**config.mk**
```make
export PLATFORM = sky130hd
export DESIGN_NAME = stream_avg
export DESIGN_NICKNAME = d
export VERILOG_FILES = /design/src/rtl/avg_pkg.sv /design/src/rtl/div_seq.sv /design/src/rtl/stream_avg.sv
export SDC_FILE = /design/constraint.sdc
export NUM_CORES = 1
export LEC_CHECK = 0
export BUFFER_PORTS_ARGS = -buffer_cell sky130_fd_sc_hd__clkbuf_2
export CORE_MARGIN = 4
export CORE_UTILIZATION = 60
export DETAILED_ROUTE_END_ITERATION = 16
export GPL_TIMING_DRIVEN = 1
export PLACE_DENSITY = 0.85
export REMOVE_ABC_BUFFERS = 1
export SYNTH_ARGS = -nofsm -noshare
export SYNTH_HDL_FRONTEND = slang
export SYNTH_SLANG_ARGS = --single-unit
export TNS_END_PERCENT = 50
```
**constraint.sdc**
```tcl
create_clock -name Clk -period 7.6 [get_ports Clk]
set_clock_uncertainty 0.2 [all_clocks]
set_input_delay 0.38 -clock Clk [delete_from_list [all_inputs] [get_ports Clk]]
set_output_delay 0.38 -clock Clk [all_outputs]
set_load 0.03 [all_outputs]
```
**src/rtl/avg_pkg.sv**
```systemverilog
// Shared types and width helpers for the streaming averager.
package avg_pkg;

    // Top-level control states.
    typedef enum logic [1:0] {
        StAcc  = 2'd0,
        StDiv  = 2'd1,
        StHold = 2'd2
    } state_e;

    // Bits needed to count 0..maxsamp samples.
    function automatic int unsigned cnt_width(input int unsigned maxsamp);
        return $clog2(maxsamp + 1);
    endfunction

    // Accumulator width: a full block of maximum samples cannot overflow.
    function automatic int unsigned acc_width(input int unsigned datawidth,
                                              input int unsigned maxsamp);
        return datawidth + cnt_width(maxsamp);
    endfunction

endpackage

```
**src/rtl/div_seq.sv**
```systemverilog
// Iterative restoring unsigned divider, one quotient bit per cycle, MSB first.
// start_i loads the operands; WIDTH cycles later done_o pulses for one cycle.
// quotient_o/remainder_o carry the final result during the done_o cycle and
// are meant to be captured by the consumer on that same clock edge.
module div_seq #(
    parameter int unsigned WIDTH = 20
) (
    input  logic             clk_i,
    input  logic             rst_ni,
    input  logic             start_i,
    input  logic [WIDTH-1:0] dividend_i,
    input  logic [WIDTH-1:0] divisor_i,
    output logic             busy_o,
    output logic             done_o,
    output logic [WIDTH-1:0] quotient_o,
    output logic [WIDTH-1:0] remainder_o
);

    localparam int unsigned IterW = (WIDTH > 1) ? $clog2(WIDTH) : 1;
    localparam logic [IterW-1:0] LastIter = IterW'(WIDTH - 1);

    // dvd_q shifts the dividend out at the top and the quotient in at the bottom.
    logic [WIDTH-1:0] dvd_q, dvd_d;
    logic [WIDTH-1:0] rem_q, rem_d;
    logic [WIDTH-1:0] dsr_q;
    logic [IterW-1:0] iter_q;
    logic             busy_q;

    logic [WIDTH:0]   partial;
    logic [WIDTH:0]   diff;
    logic             fits;

    // One restoring step: trial-subtract the divisor from the shifted remainder.
    always_comb begin
        partial = {rem_q, dvd_q[WIDTH-1]};
        diff    = partial - {1'b0, dsr_q};
        fits    = ~diff[WIDTH];
        rem_d   = fits ? diff[WIDTH-1:0] : partial[WIDTH-1:0];
        dvd_d   = {dvd_q[WIDTH-2:0], fits};
    end

    // Operand load on start, then one iteration per cycle while busy.
    always_ff @(posedge clk_i or negedge rst_ni) begin
        if (!rst_ni) begin
            dvd_q  <= '0;
            rem_q  <= '0;
            dsr_q  <= '0;
            iter_q <= '0;
            busy_q <= 1'b0;
        end else if (start_i) begin
            dvd_q  <= dividend_i;
            rem_q  <= '0;
            dsr_q  <= divisor_i;
            iter_q <= '0;
            busy_q <= 1'b1;
        end else if (busy_q) begin
            dvd_q  <= dvd_d;
            rem_q  <= rem_d;
            iter_q <= iter_q + 1'b1;
            if (iter_q == LastIter) begin
                busy_q <= 1'b0;
            end
        end
    end

    assign busy_o      = busy_q;
    assign done_o      = busy_q && (iter_q == LastIter);
    assign quotient_o  = dvd_d;
    assign remainder_o = rem_d;

endmodule

```
**src/rtl/stream_avg.sv**
```systemverilog
// Streaming block averager: accumulates up to MAXSAMP samples, then divides
// the sum by the sample count and holds the truncated mean until taken.
module stream_avg
    import avg_pkg::*;
#(
    parameter int unsigned DATAWIDTH = 16,
    parameter int unsigned MAXSAMP   = 8
) (
    input  logic                              Clk,
    input  logic                              Rst,
    input  logic                              in_valid,
    input  logic [DATAWIDTH-1:0]              in_data,
    input  logic                              in_last,
    output logic                              in_ready,
    output logic                              out_valid,
    input  logic                              out_ready,
    output logic [DATAWIDTH-1:0]              avg,
    output logic [avg_pkg::cnt_width(MAXSAMP)-1:0] cnt
);

    localparam int unsigned CNTW = cnt_width(MAXSAMP);
    localparam int unsigned ACCW = acc_width(DATAWIDTH, MAXSAMP);
    localparam logic [CNTW-1:0] MaxCnt = CNTW'(MAXSAMP);

    state_e                state_q;
    logic [ACCW-1:0]       acc_q;
    logic [CNTW-1:0]       count_q;
    logic [DATAWIDTH-1:0]  avg_q;
    logic [CNTW-1:0]       cnt_q;
    logic                  in_ready_q;
    logic                  out_valid_q;

    logic [ACCW-1:0]       acc_sum;
    logic [CNTW-1:0]       count_inc;
    logic                  accept;
    logic                  terminate;
    logic                  div_start;

    logic                  div_busy;
    logic                  div_done;
    logic [ACCW-1:0]       div_quot;
    logic [ACCW-1:0]       div_rem;
    logic                  unused_div;

    // Next accumulator/count values and block-termination decode.
    always_comb begin
        acc_sum   = acc_q + ACCW'(in_data);
        count_inc = count_q + 1'b1;
        accept    = (state_q == StAcc) && in_valid && in_ready_q;
        terminate = in_last || (count_inc == MaxCnt);
        div_start = accept && terminate;
    end

    // The divider is fed the post-accumulation sum directly so it loads on
    // the accept edge and the result lands exactly ACCW edges later.
    div_seq #(
        .WIDTH (ACCW)
    ) u_div (
        .clk_i       (Clk),
        .rst_ni      (Rst),
        .start_i     (div_start),
        .dividend_i  (acc_sum),
        .divisor_i   (ACCW'(count_inc)),
        .busy_o      (div_busy),
        .done_o      (div_done),
        .quotient_o  (div_quot),
        .remainder_o (div_rem)
    );

    // Quotient high bits are zero by construction; remainder is discarded.
    assign unused_div = ^{div_busy, div_rem, div_quot[ACCW-1:DATAWIDTH]};

    // Control FSM with registered handshake outputs and result registers.
    always_ff @(posedge Clk or negedge Rst) begin
        if (!Rst) begin
            state_q     <= StAcc;
            acc_q       <= '0;
            count_q     <= '0;
            avg_q       <= '0;
            cnt_q       <= '0;
            in_ready_q  <= 1'b1;
            out_valid_q <= 1'b0;
        end else begin
            unique case (state_q)
                StAcc: begin
                    if (accept) begin
                        acc_q   <= acc_sum;
                        count_q <= count_inc;
                        if (terminate) begin
                            state_q    <= StDiv;
                            in_ready_q <= 1'b0;
                        end
                    end
                end
                StDiv: begin
                    if (div_done) begin
                        state_q     <= StHold;
                        out_valid_q <= 1'b1;
                        avg_q       <= div_quot[DATAWIDTH-1:0];
                        cnt_q       <= count_q;
                    end
                end
                StHold: begin
                    if (out_ready) begin
                        state_q     <= StAcc;
                        out_valid_q <= 1'b0;
                        in_ready_q  <= 1'b1;
                        acc_q       <= '0;
                        count_q     <= '0;
                    end
                end
                default: begin
                    state_q     <= StAcc;
                    in_ready_q  <= 1'b1;
                    out_valid_q <= 1'b0;
                end
            endcase
        end
    end

    assign in_ready  = in_ready_q;
    assign out_valid = out_valid_q;
    assign avg       = avg_q;
    assign cnt       = cnt_q;

endmodule

```
==> results.sh <==
export IMPL_clk_latency_ns=0.38
export IMPL_place_area_sq_um=5780
export IMPL_core_area_sq_um=8810
export IMPL_grt_overflow=0
export IMPL_cts_sinks=98
export IMPL_worstSetupPathType="reg2reg"
export IMPL_post_synth_top_count_cell="dfrtp_1"
export IMPL_synth_seq_area_share_pct=44.6
export IMPL_port_buffers=42
export IMPL_worstPathRequired_ns=7.70
export IMPL_worstSetupStartpointType="flip-flop"
export IMPL_nFillCells=656
export IMPL_stdcell_count=696
export IMPL_multi_input_area_sq_um=2880
export IMPL_power_mw=2.49
export IMPL_layout_nets=628
export IMPL_ys_ff_latch=98
export IMPL_synth_edf_count=0
export IMPL_hpwl_mm=8.39
export IMPL_relSlewSlack_pct=15.3
export IMPL_cts_clk_slew_worst_paths_ns=0.10
export IMPL_worstPathMaxFanout=10
export IMPL_final_area_sq_um=5980
export IMPL_cts_made_buffers=9
export IMPL_rsz0062_at_grt="no"
export IMPL_avgSynthCellArea_sq_um=9.96
export IMPL_synth_top_area_share_pct=44.1
export IMPL_p_leak_nw=2.69
export IMPL_htree_levels=3
export IMPL_crit_arrival_ns=3.40
export IMPL_vias=4382
export IMPL_endpoint_kind="flip-flop"
export IMPL_cts_tree="yes"
export IMPL_status="complete, no violations"
export IMPL_cts_resized=0
export IMPL_grt_pass1_vias=4431
export IMPL_routedWlPerCell_microns=17.3
export IMPL_start_util_pct=62.5
export IMPL_drc=0
export IMPL_drt_iter0_drc=281
export IMPL_yosysWarnings=0
export IMPL_via_per_inst=6.30
export IMPL_clock_path_buffers=2
export IMPL_row_count=34
export IMPL_grt_max_degree=76
export IMPL_synth_cell_type_count=64
export IMPL_maxCapViolations=0
export IMPL_period_minus_slack_ns=3.30
export IMPL_num_io_pins=43
export IMPL_placedCellCount=678
export IMPL_antenna_cells=0
export IMPL_die_h_microns=104
export IMPL_ir_worst_vdd_v=0.000230
export IMPL_grt_use_total_pct=23.4
export IMPL_power_density_nw_per_um2=417
export IMPL_cts_root_buf="clkbuf_8"
export IMPL_antenna_found_initial=0
export IMPL_seq_area_sq_um=2450
export IMPL_floorplan_die_area_sq_um=10800
export IMPL_drt_pass1_iterations=5
export IMPL_syn_to_final_growth_pct=8.66
export IMPL_hold_path_class="in2reg"
export IMPL_syn_inst=553
export IMPL_ys_async_sr_fraction_pct=100
export IMPL_slew_violations=0
export IMPL_wl_mm=12.1
export IMPL_setup_tns_ns=0
export IMPL_syn_area_sq_um=5510
export IMPL_setup_viol=0
export IMPL_tightestPinTransition_ns=1.27
export IMPL_max_freq_mhz=303
export IMPL_setup_slack_ns=4.30
export IMPL_yosys_most_used_dff="dfrtp_1"
export IMPL_dp_slack_ns=4.35
export IMPL_layout_drive_gt1_share_pct=18.5
export IMPL_gp_congestion=0.855
export IMPL_hold_viol=0
export IMPL_grt_pass1_wl_mm=21.0
export IMPL_ant_nets=0
export IMPL_ys_top_cells_by_count="97 x dfrtp_1, 48 x o21ai_0, 39 x nand2_1, 29 x a21oi_1, 26 x nor2_1"
export IMPL_post_route_period_util_pct=43.4
export IMPL_die_x_microns=104
export IMPL_ys_top_cells_by_area="dfrtp_1 44%, ha_1 5.0%, mux2_2 4.5%, o21ai_0 4.4%, nand2_1 2.7%"
export IMPL_yosysTopAreaCell="dfrtp_1"
==> cell families after synthesis <==
| kind of cell | share of synthesized area [%] |
|---|---|
| XOR/XNOR | 4.14 |
| flip-flops | 44.6 |
| buffers and inverters | 3.29 |
| multiplexers | 6.68 |
| AO/OA/AOI/OAI | 21.1 |
| AND/OR/NAND/NOR | 14.5 |
| adder cells (fa/ha/maj) | 5.73 |
==> final timing paths <==
path                                       from  slack [ns]         endpoint  cells past startpoint
worst max-delay path            u_div.dvd_q[19]        4.30  u_div.rem_q[17]                     10
worst min-delay path                  out_ready        0.12         in_ready                      3
worst max register to register  u_div.dvd_q[19]        4.30  u_div.rem_q[17]                     10
worst min register to register         in_ready        0.29         in_ready                      2
max in group asynchronous                   Rst        5.71     u_div.busy_o                      3
min in group asynchronous                   Rst        0.28       state_q[0]                      2
==> placed cells by master (no fill, tap or decap), types with 6 or more instances in the layout <==
| cell type | netlist | layout |
|---|---|---|
| o31ai_1 | 9 | 9 |
| a31oi_1 | 15 | 14 |
| a31o_2 | 6 | 6 |
| nand3_1 | 18 | 18 |
| clkbuf_8 | 0 | 10 |
| xnor2_1 | 11 | 11 |
| a21oi_1 | 29 | 29 |
| a211oi_1 | 10 | 10 |
| xor2_1 | 15 | 15 |
| inv_1 | 19 | 19 |
| nor2_1 | 26 | 25 |
| mux2i_1 | 12 | 12 |
| a21o_1 | 14 | 14 |
| dfrtp_1 | 97 | 96 |
| clkbuf_2 | 0 | 41 |
| mux2_2 | 22 | 22 |
| o21ai_0 | 48 | 48 |
| or3_1 | 8 | 8 |
| nand4_1 | 7 | 7 |
| ha_1 | 22 | 22 |
| a22o_1 | 7 | 7 |
| nor2b_1 | 9 | 9 |
| nand2_1 | 39 | 39 |
==> cell type report <==
class | count | share of cell area (%)
multi-input combinational | 407 | 48.1
sequential | 98 | 41.0
timing repair buffer | 48 | 4.39
clock buffer | 10 | 2.30
tap | 108 | 2.26
inverter | 19 | 1.19
clock inverter | 6 | 0.690
==> report_power, final <==
group / switching, mW / internal, mW
Combinational: 0.716 / 0.511
Clock: 0.194 / 0.129
Sequential: 0.192 / 0.752
==> critical path, stage by stage (launching register included) <==
cell	delay (ns)
dfrtp_1	0.40
inv_1	0.06
ha_1	0.16
inv_1	0.05
fa_1	0.40
a21o_1	0.22
a211o_1	0.34
o31ai_4	0.47
nand2_2	0.24
or4_1	0.51
a31oi_1	0.17
==> flip-flops by register name, indices dropped and copies added (netlist names) <==
| register | cells |
|---|---|
| state_q | 2 |
| cnt | 4 |
| u_div.iter_q | 5 |
| u_div.dvd_q | 20 |
| out_valid | 1 |
| u_div.rem_q | 20 |
| count_q | 4 |
| in_ready | 1 |
| acc_q | 20 |
| avg | 16 |
| u_div.busy_o | 1 |
| u_div.dsr_q | 4 |
==> timing repair <==
| action | 4_1_cts | 5_1_grt |
|---|---|---|
| endpoints found under the hold margin | 32 | 1 |
| hold buffers | 1 | 1 |
| endpoints found under the setup margin | 0 | 0 |
| buffers inserted | 0 | 0 |
==> per-stage QoR <==
step / hold WS [ns] / utilization [%]
4_1_cts: 0.00745 / 67.8
3_3_place_gp: 0.149 / 65.7
3_5_place_dp: 0.160 / 65.7
5_1_grt: 0.132 / 67.9
2_1_floorplan: -0.116 / -
6_report: 0.116 / 67.9
==> layer usage <==
metal	track usage, %	part of all wire (%)	vias to the layer above	routed length [microns]
met1	30.2	44	2149	5280
li1	-	-	2102	-
met5	0	0	-	0
met2	39.3	50	105	6050
met4	9.40	2.0	0	242
met3	4.04	4.2	26	509
Power figures use the tool's default switching activity.
